--- src/rtl/if_pc_stage_if.sv ---
// Fetch-stage bus: next-PC selector / IM / hazard control on one side,
// the IF stage (PC + IF/ID register) on the other.
// Optional IF_FETCH_CNT_EN adds the fetch_cnt observation signal.
interface if_pc_stage_if;
  logic [31:0] next_pc;
  logic        stall;
  logic        int_req;
  logic        flush_d;
  logic        is_branch_d;
  logic [31:0] instr_f;
  logic [31:0] pc_f;
  logic [31:0] pc4_f;
  logic [31:0] instr_d;
  logic [31:0] pc_d;
  logic [31:0] pc8_d;
  logic        bd_d;
  logic        exc_valid_d;
  logic [4:0]  exc_code_d;
`ifdef IF_FETCH_CNT_EN
  logic [31:0] fetch_cnt;

  modport master (
    output next_pc, stall, int_req, flush_d, is_branch_d, instr_f,
    input  pc_f, pc4_f, instr_d, pc_d, pc8_d, bd_d, exc_valid_d, exc_code_d,
    input  fetch_cnt
  );

  modport slave (
    input  next_pc, stall, int_req, flush_d, is_branch_d, instr_f,
    output pc_f, pc4_f, instr_d, pc_d, pc8_d, bd_d, exc_valid_d, exc_code_d,
    output fetch_cnt
  );
`else
  modport master (
    output next_pc, stall, int_req, flush_d, is_branch_d, instr_f,
    input  pc_f, pc4_f, instr_d, pc_d, pc8_d, bd_d, exc_valid_d, exc_code_d
  );

  modport slave (
    input  next_pc, stall, int_req, flush_d, is_branch_d, instr_f,
    output pc_f, pc4_f, instr_d, pc_d, pc8_d, bd_d, exc_valid_d, exc_code_d
  );
`endif
endinterface

--- src/rtl/if_pc_stage.sv ---
// Fetch stage: program counter, IF/ID pipeline register, fetch address
// (AdEL) detection and branch-delay-slot tagging for the CP0 path.
// Optional feature macro IF_FETCH_CNT_EN: counts clean IF/ID loads.
module if_pc_stage #(
  parameter logic [31:0] RESET_PC   = 32'h0000_3000,
  parameter logic [31:0] HANDLER_PC = 32'h0000_4180,
  parameter logic [31:0] IM_BASE    = 32'h0000_3000,
  parameter logic [31:0] IM_LIMIT   = 32'h0000_6FFC
) (
  input  logic          clk,
  input  logic          reset,
  if_pc_stage_if.slave  bus
);

  logic [31:0] pc_q;
  logic [31:0] instr_q;
  logic [31:0] pc_d_q;
  logic        bd_q;
  logic        exc_valid_q;
  logic [4:0]  exc_code_q;
  logic        fetch_exc;
  logic        id_load;

  // Misaligned or out-of-IM fetch address raises AdEL
  always_comb begin
    fetch_exc = (pc_q[1:0] != 2'b00) || (pc_q < IM_BASE) || (pc_q > IM_LIMIT);
    id_load   = !bus.int_req && !bus.flush_d && !bus.stall;
  end

  // PC register: redirect beats stall, stall beats next_pc
  always_ff @(posedge clk or negedge reset) begin
    if (!reset) begin
      pc_q <= RESET_PC;
    end else if (bus.int_req) begin
      pc_q <= HANDLER_PC;
    end else if (!bus.stall) begin
      pc_q <= bus.next_pc;
    end
  end

  // IF/ID register: bubble on redirect/flush, hold on stall, else load
  always_ff @(posedge clk or negedge reset) begin
    if (!reset) begin
      instr_q     <= '0;
      pc_d_q      <= '0;
      bd_q        <= 1'b0;
      exc_valid_q <= 1'b0;
      exc_code_q  <= '0;
    end else if (bus.int_req || bus.flush_d) begin
      instr_q     <= '0;
      pc_d_q      <= '0;
      bd_q        <= 1'b0;
      exc_valid_q <= 1'b0;
      exc_code_q  <= '0;
    end else if (!bus.stall) begin
      // Faulting fetch becomes a nop but keeps its PC for EPC/BadVAddr
      instr_q     <= fetch_exc ? '0 : bus.instr_f;
      pc_d_q      <= pc_q;
      bd_q        <= bus.is_branch_d;
      exc_valid_q <= fetch_exc;
      exc_code_q  <= fetch_exc ? 5'd4 : '0;
    end
  end

`ifdef IF_FETCH_CNT_EN
  logic [31:0] fetch_cnt_q;

  // Count IF/ID loads of exception-free instructions
  always_ff @(posedge clk or negedge reset) begin
    if (!reset) begin
      fetch_cnt_q <= '0;
    end else if (id_load && !fetch_exc) begin
      fetch_cnt_q <= fetch_cnt_q + 32'd1;
    end
  end

  assign bus.fetch_cnt = fetch_cnt_q;
`else
  logic unused_id_load;
  assign unused_id_load = id_load;
`endif

  assign bus.pc_f        = pc_q;
  assign bus.pc4_f       = pc_q + 32'd4;
  assign bus.instr_d     = instr_q;
  assign bus.pc_d        = pc_d_q;
  assign bus.pc8_d       = pc_d_q + 32'd8;
  assign bus.bd_d        = bd_q;
  assign bus.exc_valid_d = exc_valid_q;
  assign bus.exc_code_d  = exc_code_q;

endmodule

--- src/flat_wrapper.sv ---
// flat-port wrapper written by rule: the top's interface ports become plain ports
module if_pc_stage_flat 
#(
  parameter logic [31:0] RESET_PC   = 32'h0000_3000,
  parameter logic [31:0] HANDLER_PC = 32'h0000_4180,
  parameter logic [31:0] IM_BASE    = 32'h0000_3000,
  parameter logic [31:0] IM_LIMIT   = 32'h0000_6FFC
)
  (clk, reset, bus_next_pc, bus_stall, bus_int_req, bus_flush_d, bus_is_branch_d, bus_instr_f, bus_pc_f, bus_pc4_f, bus_instr_d, bus_pc_d, bus_pc8_d, bus_bd_d, bus_exc_valid_d, bus_exc_code_d);
  if_pc_stage_if bus_i ();
  input  logic clk;
  input  logic reset;
  input wire logic [$bits(bus_i.next_pc)-1:0] bus_next_pc;
  input wire logic [$bits(bus_i.stall)-1:0] bus_stall;
  input wire logic [$bits(bus_i.int_req)-1:0] bus_int_req;
  input wire logic [$bits(bus_i.flush_d)-1:0] bus_flush_d;
  input wire logic [$bits(bus_i.is_branch_d)-1:0] bus_is_branch_d;
  input wire logic [$bits(bus_i.instr_f)-1:0] bus_instr_f;
  output wire logic [$bits(bus_i.pc_f)-1:0] bus_pc_f;
  output wire logic [$bits(bus_i.pc4_f)-1:0] bus_pc4_f;
  output wire logic [$bits(bus_i.instr_d)-1:0] bus_instr_d;
  output wire logic [$bits(bus_i.pc_d)-1:0] bus_pc_d;
  output wire logic [$bits(bus_i.pc8_d)-1:0] bus_pc8_d;
  output wire logic [$bits(bus_i.bd_d)-1:0] bus_bd_d;
  output wire logic [$bits(bus_i.exc_valid_d)-1:0] bus_exc_valid_d;
  output wire logic [$bits(bus_i.exc_code_d)-1:0] bus_exc_code_d;
  assign bus_i.next_pc = bus_next_pc;
  assign bus_i.stall = bus_stall;
  assign bus_i.int_req = bus_int_req;
  assign bus_i.flush_d = bus_flush_d;
  assign bus_i.is_branch_d = bus_is_branch_d;
  assign bus_i.instr_f = bus_instr_f;
  assign bus_pc_f = bus_i.pc_f;
  assign bus_pc4_f = bus_i.pc4_f;
  assign bus_instr_d = bus_i.instr_d;
  assign bus_pc_d = bus_i.pc_d;
  assign bus_pc8_d = bus_i.pc8_d;
  assign bus_bd_d = bus_i.bd_d;
  assign bus_exc_valid_d = bus_i.exc_valid_d;
  assign bus_exc_code_d = bus_i.exc_code_d;
  if_pc_stage #(.RESET_PC(RESET_PC), .HANDLER_PC(HANDLER_PC), .IM_BASE(IM_BASE), .IM_LIMIT(IM_LIMIT)) u_core (.clk(clk), .reset(reset), .bus(bus_i));
endmodule
--- config.mk ---
export PLATFORM = sky130hd
export DESIGN_NAME = if_pc_stage_flat
export DESIGN_NICKNAME = d
export VERILOG_FILES = /design/src/rtl/if_pc_stage_if.sv /design/src/rtl/if_pc_stage.sv /design/src/flat_wrapper.sv
export SDC_FILE = /design/constraint.sdc
export NUM_CORES = 1
export LEC_CHECK = 0
export ABC_AREA = 1
export BUFFER_PORTS_ARGS = -buffer_cell sky130_fd_sc_hd__buf_2
export CORE_MARGIN = 2
export CORE_UTILIZATION = 24
export CTS_BUF_LIST = sky130_fd_sc_hd__clkbuf_4 sky130_fd_sc_hd__clkbuf_8
export CTS_CLUSTER_DIAMETER = 150
export CTS_CLUSTER_SIZE = 14
export DETAILED_ROUTE_END_ITERATION = 7
export GPL_TIMING_DRIVEN = 0
export SLEW_MARGIN = 40
export SYNTH_ARGS = -nofsm -noshare
export SYNTH_HDL_FRONTEND = slang
export SYNTH_SLANG_ARGS = --single-unit
--- constraint.sdc ---
create_clock -name clk -period 1.4 [get_ports clk]
set_clock_uncertainty 0.15 [all_clocks]
set_input_delay 0.14 -clock clk [delete_from_list [all_inputs] [get_ports clk]]
set_output_delay 0.14 -clock clk [all_outputs]
set_load 0.1 [all_outputs]
==> metrics.csv <==
metric;value;unit
status;finished, violations left;
violations;negative setup slack;
tightest_slew;0.696;ns
grt_pass1_wl;43200;um
antenna_left;0;
drv_cap;0;
final-setup-viol-count;136;
maxSlewViolCount;0;
io_pins;237;
die_h;160;um
final_common_cell;nand2_1;
synth_area;5840;um2
timing.fmax;438;MHz
synth_fa_ha_area_share;0.428;%
synth_xor_area_share;4.50;%
finalHoldViolCount;0;
cp-end-kind;output pin;
rsz0062_at_grt;yes;
clk_path_buf_depth;2;
crit_fanout;4;
htree_levels;3;
drt_iter0_drc;346;
setup_ws;-0.882;ns
swShare;38.8;%
drive_gt1_share;56.3;%
drt_pass1_iterations;5;
busiest_layer;met2;
area_growth;134;%
pre_cts_slack;-1.26;ns
seq_area_frac_synth;42.0;%
pwr-share-seq;36.5;%
grt_overflow;0;
synth_cells;834;
grt_pass1_vias;7634;
power_frac_comb;38.1;%
routed_wl;29500;um
core.rowCount;57;
switchingPower;3.31;mW
design_area;13600;um2
routed-via-count;7359;
synth-simple-area-share;36.3;%
clkLatencyLatePin;0.38;ns
routedWlPerCell;18.5;um
relSlewSlack;53.6;%
globalplace.congestion;0.881;
layout_min_cycle_time;2.28;ns
grt_max_degree;71;
required;1.11;ns
synth_seq_cells;98;
final.period_utilization;163;%
cts_tree;done;
drc_errors;0;
met1_usage;25.2;%
path_class;reg2out;
cts_buffers;9;
start_util;24.2;%
grt_util_met2;40.5;%
worstSetupStartpointType;flip-flop;
die-area;25600;um2
power.leakage;5.92;nW
antenna_found_initial;1;
vdd_drop_max;0.389;mV
p_total;8.51;mW
p_clk_share;25.5;%
path_clk_slew;0.11;ns
nNetsFinal;1336;
holdWs;0.0243;ns
instances_no_fill;1594;
dp_hpwl;20200;um
cts-root-buf;clkbuf_8;
use_met3;4.44;%
final_cell_mix;nand2_1, buf_12, buf_6;
clock-sinks;98;
io_buffer_count;232;
dp.cells;1394;
die_width;160;um
place_area;9010;um2
ys_types;25;
hp-class;in2async;
core;24100;um2
yosysWarnings;0;
synth_compound_area_share;6.28;%
muxShareOfSynthArea;0;%
p_int;5.20;mW
synth_top_family_by_area;simple AND/OR/NAND/NOR gates;
cp.arrival;1.99;ns
grt_use_total;22.0;%
avgSynthCellArea;7.00;um2
p_per_area;624;nW/um2
routed_via_density;4.62;
-- final timing paths --
path | start | to | slack, ns | cells past startpoint
worst min register to register | u_core.bus.instr_d[18]$_DFFE_PN0P_ | u_core.bus.instr_d[18]$_DFFE_PN0P_ | 0.35 | 2
worst min-delay path | reset | u_core.bus.instr_d[2]$_DFFE_PN0P_ | 0.02 | 2
min in group clk | bus_stall | u_core.bus.pc_f[14]$_DFFE_PN0P_ | 0.05 | 3
worst max register to register | u_core.bus.pc_f[12]$_DFFE_PN1P_ | u_core.bus.instr_d[2]$_DFFE_PN0P_ | -0.40 | 9
worst max-delay path | u_core.bus.pc_f[12]$_DFFE_PN1P_ | bus_pc4_f[19] | -0.88 | 7
max in group asynchronous | reset | u_core.bus.pc_f[13]$_DFFE_PN1P_ | 0.39 | 3
-- metal layers --
metal / part of all wire (%) / routed length, um / vias to the layer above
li1: - / - / 3463
met1: 38 / 11300 / 3523
met2: 52 / 15400 / 321
met3: 6.3 / 1850 / 52
met4: 3.3 / 967 / 0
met5: 0 / 0 / -
-- cells by family (layout without fill, tap and decap cells) --
logic type                 after synthesis  count (layout)
and+or+nand+nor                        496             496
adders and majority gates                2               2
AOI/OAI and AO/OA                       68              68
other                                    1               5
buffers and inverters                  139             571
xor gates and xnor gates                30              30
DFF                                     98              98
-- critical path, cell delays in order (launching register included) --
cell     delay (ns)
dfstp_4        0.69
nand2_4        0.08
nor2_4         0.14
inv_2          0.06
nor2_4         0.17
nand4_1        0.18
nand2_4        0.12
buf_12         0.17
-- sequential cells by signal, indices dropped and copies added, names as in the netlist --
signal	cells
u_core.bus.exc_code_d	1
u_core.bus.pc_d	32
u_core.bus.instr_d	32
u_core.bus.bd_d	1
u_core.bus.pc_f	32
-- through the flow --
stage | utilization, % | TNS [ns]
detailed placement | 37.4 | -53.39
floorplan | - | -49.99
CTS | 53.0 | -60.27
global placement | 37.2 | -175.58
global route | 56.6 | -67.23
finish | 56.6 | -58.94
-- power by group through the flow --
stage	registers [mW]	logic [mW]	clock network, mW
finish	3.10	3.24	2.17
global route	3.12	3.37	2.31
CTS	3.12	3.08	2.21
detailed placement	3.18	2.26	0
global placement	3.18	2.24	0
floorplan	3.70	1.17	0
-- cells in the mapped netlist (all sizes together) --
master  instances  area (um2)
dfrtp          96        2400
conb            1        3.75
xor2           30         263
inv            97         364
buf            34         214
dfstp           2        52.6
clkbuf          7        26.3
nand2         260         986
o22ai          19         119
clkinv          1        3.75
a21oi           3        15.0
nor2          137         577
nor3            1        5.00
nand3          65         345
ha              2        25.0
nand4          33         206
o21ai          45         225
o21bai          1        7.51
-- cell type report --
| class | count | area (um2) |
|---|---|---|
| Antenna cell | 1 | 2.50 |
| Buffer | 39 | 267 |
| Clock buffer | 11 | 145 |
| Clock inverter | 5 | 85.1 |
| Fill cell | 2034 | 10500 |
| Inverter | 98 | 398 |
| Multi-Input combinational cell | 600 | 4740 |
| Sequential cell | 98 | 2640 |
| Tap cell | 324 | 405 |
| Timing Repair Buffer | 418 | 4960 |
-- what timing repair did --
item                       4_1_cts  5_1_grt
resized for setup              627      153
hold buffers                    69        0
pin swaps                       59       64
buffers inserted                70       56
cloned                           2        0
setup endpoints to repair      196      157
hold endpoints to repair       161        0
Power figures use the tool's default switching activity.
